`config.mk`:
```
export PLATFORM = sky130hd
export DESIGN_NAME = bus_arbiter_mux_flat
export DESIGN_NICKNAME = d
export VERILOG_FILES = /design/src/rtl/bus_arbiter_mux_if.sv /design/src/rtl/bus_arbiter_mux.sv /design/src/flat_wrapper.sv
export SDC_FILE = /design/constraint.sdc
export NUM_CORES = 1
export LEC_CHECK = 0
export ABC_CLOCK_PERIOD_IN_PS = 6300
export CORE_AREA = 2 2 428 430
export CTS_BUF_LIST = sky130_fd_sc_hd__clkbuf_8
export DETAILED_ROUTE_END_ITERATION = 8
export DIE_AREA = 0 0 430 432
export HOLD_SLACK_MARGIN = 0.1
export SYNTH_ARGS = -nofsm -noshare
export SYNTH_HDL_FRONTEND = slang
export SYNTH_SLANG_ARGS = --single-unit
export TNS_END_PERCENT = 1
```
`constraint.sdc`:
```
create_clock -name clk -period 6.3 [get_ports clk]
set_input_delay 1.89 -clock clk [delete_from_list [all_inputs] [get_ports clk]]
set_output_delay 1.89 -clock clk [all_outputs]
set_load 0.02 [all_outputs]
```
`src/rtl/bus_arbiter_mux_if.sv`:
```
// Bus-source selector interface: NSRC flattened sources and drive strobes in,
// one registered WIDTH-bit bus plus conflict debug status out.
interface bus_arbiter_mux_if #(
  parameter int WIDTH = 32,
  parameter int NSRC  = 32,
  parameter int SELW  = $clog2(NSRC)
);
  logic [NSRC*WIDTH-1:0] src_data;
  logic [NSRC-1:0]       drive_req;
  logic                  hold;
  logic                  conflict_clr;
  logic [WIDTH-1:0]      bus_out;
  logic                  bus_valid;
  logic [SELW-1:0]       bus_sel;
  logic                  conflict;
  logic [7:0]            conflict_cnt;

  // bus_valid qualifies bus_out/bus_sel for the current cycle; there is no
  // ready: the only back-pressure is hold, which freezes the bus in place.
  modport master (
    output src_data, drive_req, hold, conflict_clr,
    input  bus_out, bus_valid, bus_sel, conflict, conflict_cnt
  );

  modport slave (
    input  src_data, drive_req, hold, conflict_clr,
    output bus_out, bus_valid, bus_sel, conflict, conflict_cnt
  );
endinterface

```
`src/rtl/bus_arbiter_mux.sv`:
```
// Registered NSRC-to-1 bus selector driven by per-source drive strobes, with
// fixed-priority or round-robin arbitration and multiple-driver detection.
module bus_arbiter_mux #(
  parameter int WIDTH     = 32,
  parameter int NSRC      = 32,
  parameter int SELW      = $clog2(NSRC),
  parameter int RR_MODE   = 0,
  parameter int ZERO_IDLE = 1
) (
  input  logic                clk,
  input  logic                clear,
  bus_arbiter_mux_if.slave    bus
);

  logic [WIDTH-1:0] r_bus_out;
  logic             r_bus_valid;
  logic [SELW-1:0]  r_bus_sel;
  logic [SELW-1:0]  r_last_grant;
  logic             r_conflict;
  logic [7:0]       r_conflict_cnt;

  logic             w_any;
  logic             w_multi;
  logic             w_rr_found;
  logic [SELW-1:0]  w_grant;
  logic [WIDTH-1:0] w_data;
  int               w_idx;

  // Two or more bits set iff clearing the lowest set bit leaves something.
  assign w_any   = |bus.drive_req;
  assign w_multi = (bus.drive_req & (bus.drive_req - 1'b1)) != '0;

  always_comb begin
    w_grant    = '0;
    w_rr_found = 1'b0;
    w_idx      = 0;
    if (RR_MODE == 0) begin
      for (int i = NSRC - 1; i >= 0; i--) begin
        if (bus.drive_req[i]) w_grant = SELW'(i);
      end
    end else begin
      // Rotating search starting just after the last winner.
      for (int k = 1; k <= NSRC; k++) begin
        w_idx = (int'(r_last_grant) + k) % NSRC;
        if (!w_rr_found && bus.drive_req[w_idx]) begin
          w_grant    = SELW'(w_idx);
          w_rr_found = 1'b1;
        end
      end
    end
  end

  assign w_data = bus.src_data[int'(w_grant)*WIDTH +: WIDTH];

  always_ff @(posedge clk) begin
    if (clear) begin
      r_bus_out      <= '0;
      r_bus_valid    <= 1'b0;
      r_bus_sel      <= '0;
      r_last_grant   <= SELW'(NSRC - 1);
      r_conflict     <= 1'b0;
      r_conflict_cnt <= 8'd0;
    end else begin
      if (!bus.hold) begin
        if (w_any) begin
          r_bus_out    <= w_data;
          r_bus_sel    <= w_grant;
          r_bus_valid  <= 1'b1;
          r_last_grant <= w_grant;
        end else begin
          r_bus_valid <= 1'b0;
          if (ZERO_IDLE != 0) r_bus_out <= '0;
        end
      end
      // Conflict tracking runs through hold; a new conflict beats a clear.
      if (w_multi) begin
        r_conflict <= 1'b1;
        if (bus.conflict_clr)
          r_conflict_cnt <= 8'd1;
        else if (r_conflict_cnt != 8'hFF)
          r_conflict_cnt <= r_conflict_cnt + 8'd1;
      end else if (bus.conflict_clr) begin
        r_conflict     <= 1'b0;
        r_conflict_cnt <= 8'd0;
      end
    end
  end

  assign bus.bus_out      = r_bus_out;
  assign bus.bus_valid    = r_bus_valid;
  assign bus.bus_sel      = r_bus_sel;
  assign bus.conflict     = r_conflict;
  assign bus.conflict_cnt = r_conflict_cnt;

endmodule

```
`src/flat_wrapper.sv`:
```
// flat-port wrapper written by rule: the top's interface ports become plain ports
module bus_arbiter_mux_flat 
#(
  parameter int WIDTH     = 32,
  parameter int NSRC      = 32,
  parameter int SELW      = $clog2(NSRC),
  parameter int RR_MODE   = 0,
  parameter int ZERO_IDLE = 1
)
  (clk, clear, bus_src_data, bus_drive_req, bus_hold, bus_conflict_clr, bus_bus_out, bus_bus_valid, bus_bus_sel, bus_conflict, bus_conflict_cnt);
  bus_arbiter_mux_if #(.WIDTH(WIDTH), .NSRC(NSRC), .SELW(SELW)) bus_i ();
  input  logic clk;
  input  logic clear;
  input wire logic [$bits(bus_i.src_data)-1:0] bus_src_data;
  input wire logic [$bits(bus_i.drive_req)-1:0] bus_drive_req;
  input wire logic [$bits(bus_i.hold)-1:0] bus_hold;
  input wire logic [$bits(bus_i.conflict_clr)-1:0] bus_conflict_clr;
  output wire logic [$bits(bus_i.bus_out)-1:0] bus_bus_out;
  output wire logic [$bits(bus_i.bus_valid)-1:0] bus_bus_valid;
  output wire logic [$bits(bus_i.bus_sel)-1:0] bus_bus_sel;
  output wire logic [$bits(bus_i.conflict)-1:0] bus_conflict;
  output wire logic [$bits(bus_i.conflict_cnt)-1:0] bus_conflict_cnt;
  assign bus_i.src_data = bus_src_data;
  assign bus_i.drive_req = bus_drive_req;
  assign bus_i.hold = bus_hold;
  assign bus_i.conflict_clr = bus_conflict_clr;
  assign bus_bus_out = bus_i.bus_out;
  assign bus_bus_valid = bus_i.bus_valid;
  assign bus_bus_sel = bus_i.bus_sel;
  assign bus_conflict = bus_i.conflict;
  assign bus_conflict_cnt = bus_i.conflict_cnt;
  bus_arbiter_mux #(.WIDTH(WIDTH), .NSRC(NSRC), .SELW(SELW), .RR_MODE(RR_MODE), .ZERO_IDLE(ZERO_IDLE)) u_core (.clk(clk), .clear(clear), .bus(bus_i));
endmodule
```
; ---- After elaboration in Yosys (flattened, before gate mapping)
; Cells that the tools add are included.
[totals]
regBits = 47
word_cells = 57
out_inout_bits = 47
[classes]
bitwise = 2
add_sub_neg = 2
reduce_logical = 6
muxes = 40
eq_ne = 1
n_shift = 1
[op_table]
columns = op, count
row1 = $shiftx 1024x11->32, 1
row2 = $mux 5, 32
row3 = $and 32x32->32, 1
row4 = $mux 32, 1
row5 = $mux 8, 4
row6 = $reduce_bool 32->1, 1
row7 = $reduce_or 32->1, 1
row8 = $sub 32x1->32 const B, 1
row9 = $add 8x1->8 const B, 1
row10 = $ne 8x8->1 const B, 1
row11 = $reduce_and 2->1, 2
row12 = $reduce_bool 2->1, 2
row13 = $mux 1, 3
row14 = $not 1->1, 1

; ---- Longest topological paths before layout
; Gate-level depths: netlist of run 1.
[depth]
word_depth = 34
mapped_depth = 13

; ---- Worst setup path after synthesis of run 1
; Ideal clock, no wire load.
[synth_timing]
path_kind = input-to-reg
start = input port bus_drive_req[12]
end = register u_core.r_bus_out[13], in the netlist u_core.bus.bus_out[13]
path_stages = 11
t_required_ps = 6169
arrival_time_ps = 4149
slack_ps = 2021
cell_sequence = or4_4 -> o31a_1 -> buf_4 -> o31a_1 -> or2_0 -> buf_2 -> buf_2 -> a221oi_2 -> a2111oi_1 -> a32oi_1 -> o31ai_1
[synth_via]
elab_chain_len = 15
word_cells_on_any_way = 16
classes_between = shift: 1 / mux: 14 / reduce/logical: 1
[synth_rtl]
columns = element, line
row1 = start: declaration, flat_wrapper.sv:15  ; input wire logic [$bits(bus_i.drive_req)-1:0] bus_drive_req;
row2 = $mux 5 (13 in a row), bus_arbiter_mux.sv:39  ; if (bus.drive_req[i]) w_grant = SELW'(i);
row3 = $shiftx 1024x11->32, bus_arbiter_mux.sv:53  ; assign w_data = bus.src_data[int'(w_grant)*WIDTH +: WIDTH];
row4 = $mux 32 (*), bus_arbiter_mux.sv:65  ; if (w_any) begin
row5 = end signal: assignment, bus_arbiter_mux.sv:66  ; r_bus_out <= w_data;
row6 = end: declaration, bus_arbiter_mux.sv:15  ; logic [WIDTH-1:0] r_bus_out;
; Mark *: on every way between the ends. The rest lies on a longest branch, timed or not.
; A chain may end at the register's enable or synchronous reset.

; ---- Final worst setup path of run 1
[layout_timing]
start = input port bus_drive_req[9]
end = register u_core.r_bus_out[10], in the netlist u_core.bus.bus_out[10]
[layout_via]
elab_chain_len = 12
word_cells_on_any_way = 13
classes_between = shift: 1 / mux: 11 / reduce/logical: 1
[layout_rtl]
columns = element, line
row1 = $mux 5 (10 in a row), bus_arbiter_mux.sv:39
row2 = $shiftx 1024x11->32, bus_arbiter_mux.sv:53
row3 = $mux 32 (*), bus_arbiter_mux.sv:65
; Marks and branches as above.

==> run metrics, run 1 <==
Util after Layout=14.93%; CTS tree=yes; Max Fclk=0.1669 GHz; Mapped Nets=2951; Final #Nets=4072; Max Cap Viol=0; gpl congestion=0.9361; Async SR Flop Fraction=0%; synthesis-to-finish area growth=132.4%; CP max stage cell=a211oi_1; Final Skew=0.001896 ns; hold_buf cts=0; synthesized area per cell=6.179 um^2; EDFF count, synth=0; first-pass detailed-route iteration total=6; crit path DAT=6.24 ns; Max clock buf depth=2; detailed-route via count=22000; status=finished clean; Root Driver=clkbuf_8; number of vias per cell=4.053; Filler cells=20921; ys flop type=dfxtp_1; Sink Count=47; Inserted Clock Buffers=5; worst min path class=flip-flop to flip-flop; first-pass GRT wire length=234800 um; Die Width=430 um; Pins Over Slew Limit=0; kind of critical path=input port to flip-flop; final routed DRC violation total=0; post-synth cell types=81; total global routing overflow=0; Reg clk slew, reported paths=0.15 ns; DIE AREA=185800 um^2; initial core utilization=6.427%; relative slew slack=11.84%; HPWL after DPL=167100 um; leading cell type in the layout, fill and taps excluded=clkdlybuf4s50_1; Startpoint Class=input port; GRT Total Usage=19.42%; pin count of the biggest net entering global routing=93; area leader, netlist=nand2_1; initial antenna violation count=105; Cell Rows=157; Placeable Area=181700 um^2; Buf/Inv on CP=2; # placed instances=5389; non-filler cells, final=5428; Critical Path, Cell by Cell=clkdlybuf4s50_1 > nor3b_1 > or4_1 > or2_4 > o22ai_4 > nor3_2 > buf_12 > a21oi_4 > o21ai_0 > a211oi_1 > o311ai_1; minimum clock period=5.993 ns; port bufs=1106; post-cts sizing count=0; synthesized area=11680 um^2; crit path capture type=flip-flop; P_leak=0.009204 uW; post-CTS setup buffer count=0; wire length after detailed routing=189900 um; CTS H-Tree Depth=2; Starting DRT DRC Count=2047; commonest non-fill, non-tap cells in the layout=clkdlybuf4s50_1 (1104), nand2_1 (377), buf_4 (178); vias in the first global route=21560; worst IR drop on VDD=0.08298 mV; critical path's top delay family=compound AO/OA/AOI/OAI gates; setup tns final=0 ns; Seq/Total Area, Yosys=8.057%; WL per Instance=34.99 um; YS warnings=0; # IOs=1107; hold_ws=0.4954 ns; power per cell area=95.01 nW/um^2; post-synthesis register bit count=47; Post-Syn Instances=1890; Slew @ Worst Pin=1.311 ns; RSZ-0062 raised after global routing=no; Final Hold Viols=0; Worst-Skew Late Latency=0.40 ns; largest cells by area after synthesis=nand2_1 (12%), dfxtp_1 (8.1%), a211oi_1 (6.9%); critical-path maximum fanout=23; final worst slack=0.3066 ns; CP required=6.54 ns; antenna-violating nets left=0; final worst path period share=95.13%; pre-CTS setup slack=-0.1814 ns; share of cells above drive strength 1=9.960%; CP max stage delay=1.04 ns; Die Y=432 um; fraction of post-synthesis cell area in the top cell type by area=12.25%; setup violators final=0
-- per-stage QoR --
stage	cell area (um^2)	power (uW)
2_1_floorplan	11680	875.9
3_3_place_gp	26930	2294
3_5_place_dp	26940	2287
4_1_cts	27060	2627
5_1_grt	27110	2697
6_report	27140	2578
-- synth_stat cells, drive strengths merged (22+ instances only) --
cell and n:
a2111oi 22, a211oi 109, a21oi 161, a221oi 82
a311oi 40, a31oi 54, and3 68, buf 103
clkbuf 94, dfxtp 47, mux2i 72, nand2 384
nand3 56, nor2 127, nor2b 41, nor3 98
o21ai 62, o31ai 28
-- area by class of cell --
| class | instances | area, um^2 | area share (%) |
|---|---|---|---|
| Sequential cell | 47 | 940.9 | 3.467 |
| Tap cell | 2385 | 2984 | 11.00 |
| Timing Repair Buffer | 1311 | 12940 | 47.70 |
| Antenna cell | 31 | 77.57 | 0.2859 |
| Multi-Input combinational cell | 1625 | 9996 | 36.83 |
| Clock buffer | 5 | 68.82 | 0.2536 |
| Inverter | 21 | 78.83 | 0.2905 |
| Clock inverter | 3 | 47.55 | 0.1752 |
-- cells by family after synthesis --
kind of cell	after synthesis	share of synthesized area (%)
xor gates and xnor gates	4	0.3000
adders and majority gates	2	0.1928
and+or+nand+nor	862	34.86
AOI/OAI and AO/OA	667	40.27
DFF	47	8.057
buffers and inverters	218	8.410
muxes	90	7.907
-- power breakdown --
part / switching, uW / leakage (uW) / total (uW) / internal (uW)
combinational: 987 / 0.00876 / 1930 / 940
sequential: 23.9 / 0.000387 / 344 / 320
clock: 186 / 0.0000589 / 308 / 122
-- worst reg2reg max path: cells and delay by family, from the launching register on --
family | cells | cell delay (ns)
flip-flops | 1 | 0.36
AND/OR/NAND/NOR | 5 | 1.08
AO/OA/AOI/OAI | 1 | 0.15
-- flip-flops by register name, summed over array words and instances, names as in the netlist --
name	flops
u_core.bus.bus_out	32
u_core.bus.conflict_cnt	8
u_core.bus.bus_sel	5
u_core.bus.bus_valid	1
u_core.bus.conflict	1
-- worst paths after layout --
check                                          start                                       to  slack (ns)  cells past startpoint
max                                 bus_drive_req[9]      u_core.bus.bus_out[10]$_SDFFE_PP0N_        0.31                     11
min              u_core.bus.bus_out[22]$_SDFFE_PP0N_      u_core.bus.bus_out[22]$_SDFFE_PP0N_        0.50                      2
max reg2reg  u_core.bus.conflict_cnt[4]$_SDFFE_PP0P_  u_core.bus.conflict_cnt[4]$_SDFFE_PP0P_        4.66                      6
min reg2reg      u_core.bus.bus_out[22]$_SDFFE_PP0N_      u_core.bus.bus_out[22]$_SDFFE_PP0N_        0.50                      2
-- layer usage --
layer	routed length [um]	GRT usage [%]	up-vias	part of all wire (%)
met2	95100	34.60	1408	50
li1	-	-	9517	-
met4	6300	6.321	58	3.3
met3	14660	4.081	241	7.7
met1	73490	23.00	10776	39
met5	375	0	-	0.20
No activity file was read; power rests on OpenSTA's default activity.
==> run 2: changes to the inputs <==
CAP_MARGIN = 20   (was default)
==> run 2 against run 1 <==
Effect of this change:
- critical path depth up 1
- design area barely moved
- clock power fell by 12%
- clock-buffer cell count unchanged
- critical endpoint is now u_core.bus.bus_out[3]$_SDFFE_PP0N_
- largest power group unchanged
==> run metrics, run 2 (synthesis gave the netlist of run 1 again) <==
HPWL after DPL=167200 um (about the same); Cell Rows=157 (unchanged); post-cts sizing count=0 (unchanged); # IOs=1107 (unchanged); hold_buf cts=0 (unchanged); r2r endpoint=u_core.bus.conflict_cnt[4]$_SDFFE_PP0P_; minimum clock period=6.094 ns (+0.1006 ns); Root Driver=clkbuf_8; Worst R2R Path Depth=6 (unchanged); vias in the first global route=21570 (+0.046%); CP max stage cell=o21ai_0; setup tns final=0 ns (unchanged); WL per Instance=35.05 um (+0.18%); Startpoint Class=input port; leading cell type in the layout, fill and taps excluded=clkdlybuf4s50_1; total global routing overflow=0 (unchanged); gpl congestion=0.9361 (unchanged); crit path DAT=6.42 ns (+0.18 ns); CP max stage delay=0.95 ns (-0.09 ns); P_leak=0.009200 uW (about the same); R2R Setup Slk=4.66 ns (about the same); Reg clk slew, reported paths=0.15 ns (about the same); Starting DRT DRC Count=2029 (-0.88%); Crit. path cell count=12 (+1); commonest non-fill, non-tap cells in the layout=clkdlybuf4s50_1 (1104), nand2_1 (377), buf_4 (179); initial core utilization=6.427% (unchanged); Sink Count=47 (unchanged); RR Startpoint=u_core.bus.conflict_cnt[4]$_SDFFE_PP0P_; Max clock buf depth=2 (unchanged); Worst setup startpoint=bus_drive_req[9]; Final Skew=0.0006668 ns (-0.001229 ns); DIE AREA=185800 um^2 (unchanged); CTS H-Tree Depth=2 (unchanged); worst min path class=flip-flop to flip-flop; number of vias per cell=4.038 (-0.37%); Final Hold Viols=0 (unchanged); GRT Total Usage=19.41% (about the same); first-pass GRT wire length=234600 um (about the same); Placeable Area=181700 um^2 (unchanged); power per cell area=93.65 nW/um^2 (-1.4%); Multi-input gate area=9996 um^2 (unchanged); wire length after detailed routing=190200 um (+0.14%); Worst setup endpoint=u_core.bus.bus_out[3]$_SDFFE_PP0N_; Reg area=940.9 um^2 (unchanged); Critical Path, Cell by Cell=clkdlybuf4s50_1 > nor3b_1 > or4_1 > or2_4 > o22ai_4 > nor2_4 > buf_12 > buf_12 > nor2_1 > o21ai_0 > a221oi_1 > o31ai_1; status=finished clean; max FFs per register=32 (unchanged); Slew @ Worst Pin=1.230 ns (-0.08169 ns); worst IR drop on VDD=0.07586 mV (-8.6%); Final #Nets=4075 (+0.074%); Max Cap Viol=0 (unchanged); most frequent CP cell=buf_12; post-CTS setup buffer count=0 (unchanged); detailed-route via count=21910 (-0.41%); critical path's top delay family=compound AO/OA/AOI/OAI gates; final routed DRC violation total=0 (unchanged); critical-path maximum fanout=29 (+26%); hold_sp=u_core.bus.bus_out[24]$_SDFFE_PP0N_; pin count of the biggest net entering global routing=93 (unchanged); share of cells above drive strength 1=10.05% (+0.090 points); crit path capture type=flip-flop; Die Y=432 um (unchanged); RSZ-0062 raised after global routing=no; initial antenna violation count=105 (unchanged); Util after Layout=14.93% (about the same); antenna-violating nets left=0 (unchanged); setup violators final=0 (unchanged); port bufs=1106 (unchanged); first-pass detailed-route iteration total=6 (unchanged); Max Fclk=0.1641 GHz (-1.6%); Die Width=430 um (unchanged); final worst path period share=96.73% (+1.6 points); Worst-Skew Late Latency=0.39 ns (about the same); CTS tree=yes; Inserted Clock Buffers=5 (unchanged); Buf/Inv on CP=3 (+1); synthesis-to-finish area growth=132.2% (about the same); Pins Over Slew Limit=0 (unchanged); relative slew slack=17.17% (+5.3 points); Filler cells=20948 (+0.13%); CP required=6.62 ns (+0.08 ns); kind of critical path=input port to flip-flop
==> run 2: stage by stage <==
step | total power (uW) | std cells | hold WS, ns | setup WS (ns) | area, um^2
floorplan | 875.9 | 1890 | 0.5520 | 2.021 | 11680
global placement | 2294 | 5387 | 0.4578 | -0.6763 | 26930
detailed placement | 2288 | 5391 | 0.4627 | -0.04358 | 26960
CTS | 2588 | 5399 | 0.4944 | 0.4124 | 27050
global route | 2663 | 5415 | 0.5241 | 0.2993 | 27090
finish | 2540 | 5426 | 0.4916 | 0.2060 | 27120
==> run 2: final cells by class <==
| class | count | area share, % |
|---|---|---|
| antenna | 26 | 0.2399 |
| clock buffer | 5 | 0.2537 |
| clock inverter | 3 | 0.08765 |
| inverter | 21 | 0.2906 |
| multi-input combinational | 1625 | 36.86 |
| sequential | 47 | 3.469 |
| tap | 2385 | 11.00 |
| timing repair buffer | 1314 | 47.80 |
==> run 2: power by group <==
part / switching [uW] / internal [uW]
clock: 190 / 80.8
combinational: 985 / 941
sequential: 23.9 / 320
total: 1200 / 1340
==> run 2: worst min-delay path by stage <==
stage                                         endpoint  slack (ns)  depth (start not counted)
5_1_grt             u_core.bus.bus_out[8]$_SDFFE_PP0N_        0.52                          2
6_report           u_core.bus.bus_out[24]$_SDFFE_PP0N_        0.49                          2
3_3_place_gp        u_core.bus.bus_out[5]$_SDFFE_PP0N_        0.46                          2
4_1_cts            u_core.bus.bus_out[24]$_SDFFE_PP0N_        0.49                          2
2_1_floorplan  u_core.bus.conflict_cnt[1]$_SDFFE_PP0P_        0.55                          2
3_5_place_dp       u_core.bus.bus_out[24]$_SDFFE_PP0N_        0.46                          2
==> run 2: worst reg2reg max path: cells and delay by family (launching register included) <==
kind	cells	cell delay, ns
compound gates	1	0.14
simple gates	5	1.08
flops	1	0.36
==> run 2: layer usage <==
metal  track usage [%]  up-vias  share of wire, %
met5                 0        -              0.17
li1                  -     9510                 -
met3             4.115      250               7.7
met4             6.459       52               3.3
met2             34.57     1359                50
met1             22.95    10739                39
==> run 3: changes to the inputs <==
SLEW_MARGIN = 10   (was default)
==> run 3 against run 2 <==
Effect of this change:
- sequential share of layout area stayed put
- global-route usage stayed put
- utilization stayed put
- largest power group unchanged
- wire length hardly changed
- setup slack better by 0.059 ns
- clock power hardly changed
==> run metrics, run 3 (synthesis gave the netlist of run 1 again) <==
# IOs=1107 (unchanged); port bufs=1106 (unchanged); critical path's top delay family=compound AO/OA/AOI/OAI gates; Inserted Clock Buffers=5 (unchanged); pin count of the biggest net entering global routing=93 (unchanged); total power=2539 uW (about the same); CTS H-Tree Depth=2 (unchanged); vias in the first global route=21570 (unchanged); CP max stage cell=o21ai_0; kind of critical path=input port to flip-flop; max FFs per register=32 (unchanged); commonest non-fill, non-tap cells in the layout=clkdlybuf4s50_1 (1104), nand2_1 (377), buf_4 (179); GRT Total Usage=19.41% (unchanged); Slew @ Worst Pin=1.218 ns (-0.01191 ns); post-CTS setup buffer count=0 (unchanged); HPWL after DPL=167200 um (unchanged); hold_buf cts=0 (unchanged); Starting DRT DRC Count=2088 (+2.9%); Buf/Inv on CP=3 (unchanged); CP max stage delay=0.91 ns (-0.04 ns); worst IR drop on VDD=0.07601 mV (+0.20%); final routed DRC violation total=0 (unchanged); leading cell type in the layout, fill and taps excluded=clkdlybuf4s50_1; post-cts sizing count=0 (unchanged); Critical Path, Cell by Cell=clkdlybuf4s50_1 > nor3b_1 > or4_1 > or2_4 > o22ai_4 > nor2_4 > buf_12 > buf_12 > nor2_1 > o21ai_0 > a221oi_1 > o31ai_1; status=finished clean; crit path capture type=flip-flop; DIE AREA=185800 um^2 (unchanged); minimum clock period=6.035 ns (-0.05885 ns); Sink Count=47 (unchanged); Max Cap Viol=0 (unchanged); Max clock buf depth=2 (unchanged); CP required=6.62 ns (about the same); Root Driver=clkbuf_8; non-filler cells, final=5427 (+0.018%); Reg clk slew, reported paths=0.15 ns (about the same); Max Fclk=0.1657 GHz (+0.98%); Cell Rows=157 (unchanged); R2R Setup Slk=4.65 ns (about the same); P_leak=0.009200 uW (about the same); Filler cells=20949 (+0.0048%); most frequent CP cell=buf_12; synthesis-to-finish area growth=132.2% (unchanged); Final Skew=0.0008996 ns (+0.0002327 ns); Worst-Skew Late Latency=0.39 ns (about the same); first-pass GRT wire length=234600 um (unchanged); Pins Over Slew Limit=0 (unchanged); Startpoint Class=input port; Die Width=430 um (unchanged); detailed-route via count=21944 (+0.16%); worst min path class=flip-flop to flip-flop; initial core utilization=6.427% (unchanged); gpl congestion=0.9361 (unchanged); power per cell area=93.62 nW/um^2 (about the same); Die Y=432 um (unchanged); wire length after detailed routing=190100 um (about the same); crit path DAT=6.36 ns (-0.06 ns); antenna-violating nets left=0 (unchanged); RSZ-0062 raised after global routing=no; critical-path maximum fanout=29 (unchanged); initial antenna violation count=105 (unchanged); Final Hold Viols=0 (unchanged); setup violators final=0 (unchanged); Final #Nets=4075 (unchanged); relative slew slack=18.83% (+1.7 points); # placed instances=5391 (unchanged); WL per Instance=35.02 um (about the same); share of cells above drive strength 1=10.05% (unchanged); Placeable Area=181700 um^2 (unchanged); final worst path period share=95.80% (-0.93 points); first-pass detailed-route iteration total=5 (-1); number of vias per cell=4.043 (+0.14%); total global routing overflow=0 (unchanged); CTS tree=yes
run 3: cell types whose count changed in the layout (fill, tap and decap cells not counted), sizes merged:
cell,change
diode,+1
run 3: final timing paths:
path,startpoint,to,cells past startpoint
hold reg to reg,u_core.bus.bus_out[24]$_SDFFE_PP0N_,u_core.bus.bus_out[24]$_SDFFE_PP0N_,2
setup reg to reg,u_core.bus.conflict_cnt[4]$_SDFFE_PP0P_,u_core.bus.conflict_cnt[4]$_SDFFE_PP0P_,6
hold / removal,u_core.bus.bus_out[24]$_SDFFE_PP0N_,u_core.bus.bus_out[24]$_SDFFE_PP0N_,2
setup / recovery,bus_drive_req[9],u_core.bus.bus_out[3]$_SDFFE_PP0N_,12
run 3: power by group:
part | total (uW) | switching (uW) | internal [uW]
sequential | 344 | 24.2 | 320
clock | 270 | 189 | 80.7
combinational | 1930 | 984 | 941
total | 2540 | 1200 | 1340
run 3: layout make-up:
cell class | instances | area, um^2 | share of cell area, %
clock inverters | 3 | 23.77 | 0.08765
repair buffers | 1314 | 12960 | 47.79
well taps | 2385 | 2984 | 11.00
flip-flops and latches | 47 | 940.9 | 3.469
inverters | 21 | 78.83 | 0.2906
multi-input cells | 1625 | 9996 | 36.86
clock buffers | 5 | 68.82 | 0.2537
diodes | 27 | 67.56 | 0.2491
run 3: through the flow:
step           utilization [%]  TNS [ns]  instance area, um^2  setup WS [ns]  hold slack, ns
5_1_grt                  14.91         0                27090         0.2993          0.5241
6_report                 14.93         0                27120         0.2649          0.4931
3_5_place_dp             14.83  -0.04358                26960       -0.04358          0.4627
4_1_cts                  14.89         0                27050         0.4124          0.4944
3_3_place_gp             14.82    -1.255                26930        -0.6763          0.4578
2_1_floorplan                -         0                11680          2.021          0.5520
run 3: per-layer routing:
layer / track usage (%) / part of all wire (%) / wire (um)
met4: 6.459 / 3.4 / 6368
met5: 0 / 0.17 / 326
met3: 4.115 / 7.8 / 14900
met1: 22.95 / 39 / 73290
met2: 34.57 / 50 / 95160
run 3: worst min-delay path, cell delays in order (launching register included):
cell and delay (ns):
dfxtp_1 0.35, nand2_1 0.05, o311ai_1 0.07
==> edit, RTL diff (flow settings as in run 1) <==
`ZERO_IDLE` is set to 1 in 2 places; all go to 0.
--- a/src/rtl/bus_arbiter_mux.sv
+++ b/src/rtl/bus_arbiter_mux.sv
@@ -5,7 +5,7 @@
   parameter int NSRC      = 32,
   parameter int SELW      = $clog2(NSRC),
   parameter int RR_MODE   = 0,
-  parameter int ZERO_IDLE = 1
+  parameter int ZERO_IDLE = 0
 ) (
   input  logic                clk,
   input  logic                clear,
--- a/src/flat_wrapper.sv
+++ b/src/flat_wrapper.sv
@@ -5,7 +5,7 @@
   parameter int NSRC      = 32,
   parameter int SELW      = $clog2(NSRC),
   parameter int RR_MODE   = 0,
-  parameter int ZERO_IDLE = 1
+  parameter int ZERO_IDLE = 0
 )
   (clk, clear, bus_src_data, bus_drive_req, bus_hold, bus_conflict_clr, bus_bus_out, bus_bus_valid, bus_bus_sel, bus_conflict, bus_conflict_cnt);
   bus_arbiter_mux_if #(.WIDTH(WIDTH), .NSRC(NSRC), .SELW(SELW)) bus_i ();
Formal check against the unedited RTL: not equivalent (Yosys sat finds a counterexample within 4 cycles, from zero or initial values).
==> edit against run 1 <==
Via count rose by 2.5%. Critical path type unchanged. Wire length increased by 2.3%. Register-to-register slack worse by 0.66 ns. Power is 3.2% higher. Clock power up 9.1%. First-iteration DRC count down 3.1%. Die area did not move. Synthesized area decreased by 1.9%. Cell area is 1.6% higher. Worst hold slack got worse by 0.021 ns. Setup slack worse by 0.028 ns. Sequential cell count unchanged.
==> edit: results (changes against run 1) <==
finish:
  num-fill-cells: 21000  # +0.28%
  multiInputGateArea_sq_mm: 0.00985  # -1.5%
  clockNetworkAreaShare_pct: 0.422  # -0.0066 points
  nets: 4273  # +4.9%
  buffers: 1376  # +5.0%
  multi_input_cells: 1769  # +8.9%
  layout-drive-gt1-share_pct: 10.3  # +0.37 points
  fin_area_sq_mm: 0.0276  # +1.6%
worst_setup_path:
  cp-endpoint: "u_core.bus.bus_out[19]"
  r2r_start: "u_core.bus.bus_out[14]"
  r2r_end: "u_core.bus.bus_out[14]"
power:
  seq_power_mw: 0.357  # +4%
  intPower_mw: 1.42  # +2.6%
  pwr-share-comb_pct: 74.0  # -0.7 points
routing:
  dr.first_iter.drc_count: 1983  # -3.1%
  dr.pass1.iters: 5  # -1
logic_synthesis:
  synth_top_cells_by_count: "673 x nand2_1, 201 x a21oi_1, 154 x clkbuf_1"
  avgSynthCellArea_sq_um: 5.63  # -8.8%
  syn_nets: 3094  # +4.8%
  yosysUniqueCellTypes: 64  # -21%
  ys_seq_area_share_pct: 8.22  # +0.16 points
place:
  place_area_sq_mm: 0.0273  # +1.4%
  globalplace.congestion: 0.935  # -0.17%
  dp_slack_ns: -0.167  # +0.0145 ns
  hpwlAfterDp_microns: 172000  # +2.7%
cts:
  clkTransAtPathRegs_ns: 0.18  # +0.03 ns
worst_hold_path:
  whs_endpoint: "u_core.bus.bus_valid"
sta:
  finClkSkew_ns: 0.00133  # -0.000564 ns
  fin_crit_sh_pct: 95.6  # +0.44 points
grt:
  antenna_found_initial: 150  # +43%
  globalRouteTotalUtil_pct: 19.9  # +0.51 points
status:
  status: "completed"
edit: cell families after synthesis:
kind of cell	count (synthesis)	synth area share (%)
AO/OA/AOI/OAI	658	38.3
buffers and inverters	217	7.33
adder cells (fa/ha/maj)	2	0.197
AND/OR/NAND/NOR	1043	40.1
flip-flops	47	8.22
XOR/XNOR	6	0.459
multiplexers	60	5.40
edit: routing by layer:
metal	vias up	GRT usage, %	share of wire, %
li1	9900	-	-
met1	11000	23.9	40
met2	1272	34.9	50
met3	320	3.72	6.4
met4	64	7.90	3.8
met5	-	0	0.20
edit: worst max-delay path: stages:
cell and delay [ns]:
clkdlybuf4s50_1 0.67, o21ai_0 0.19, nor3_1 0.59, buf_4 0.25, o21ai_4 0.08, buf_12 0.17
nand2_4 0.12, buf_12 0.31, mux2_2 0.49, a221oi_1 0.37, nor4b_2 0.75, a41oi_1 0.31
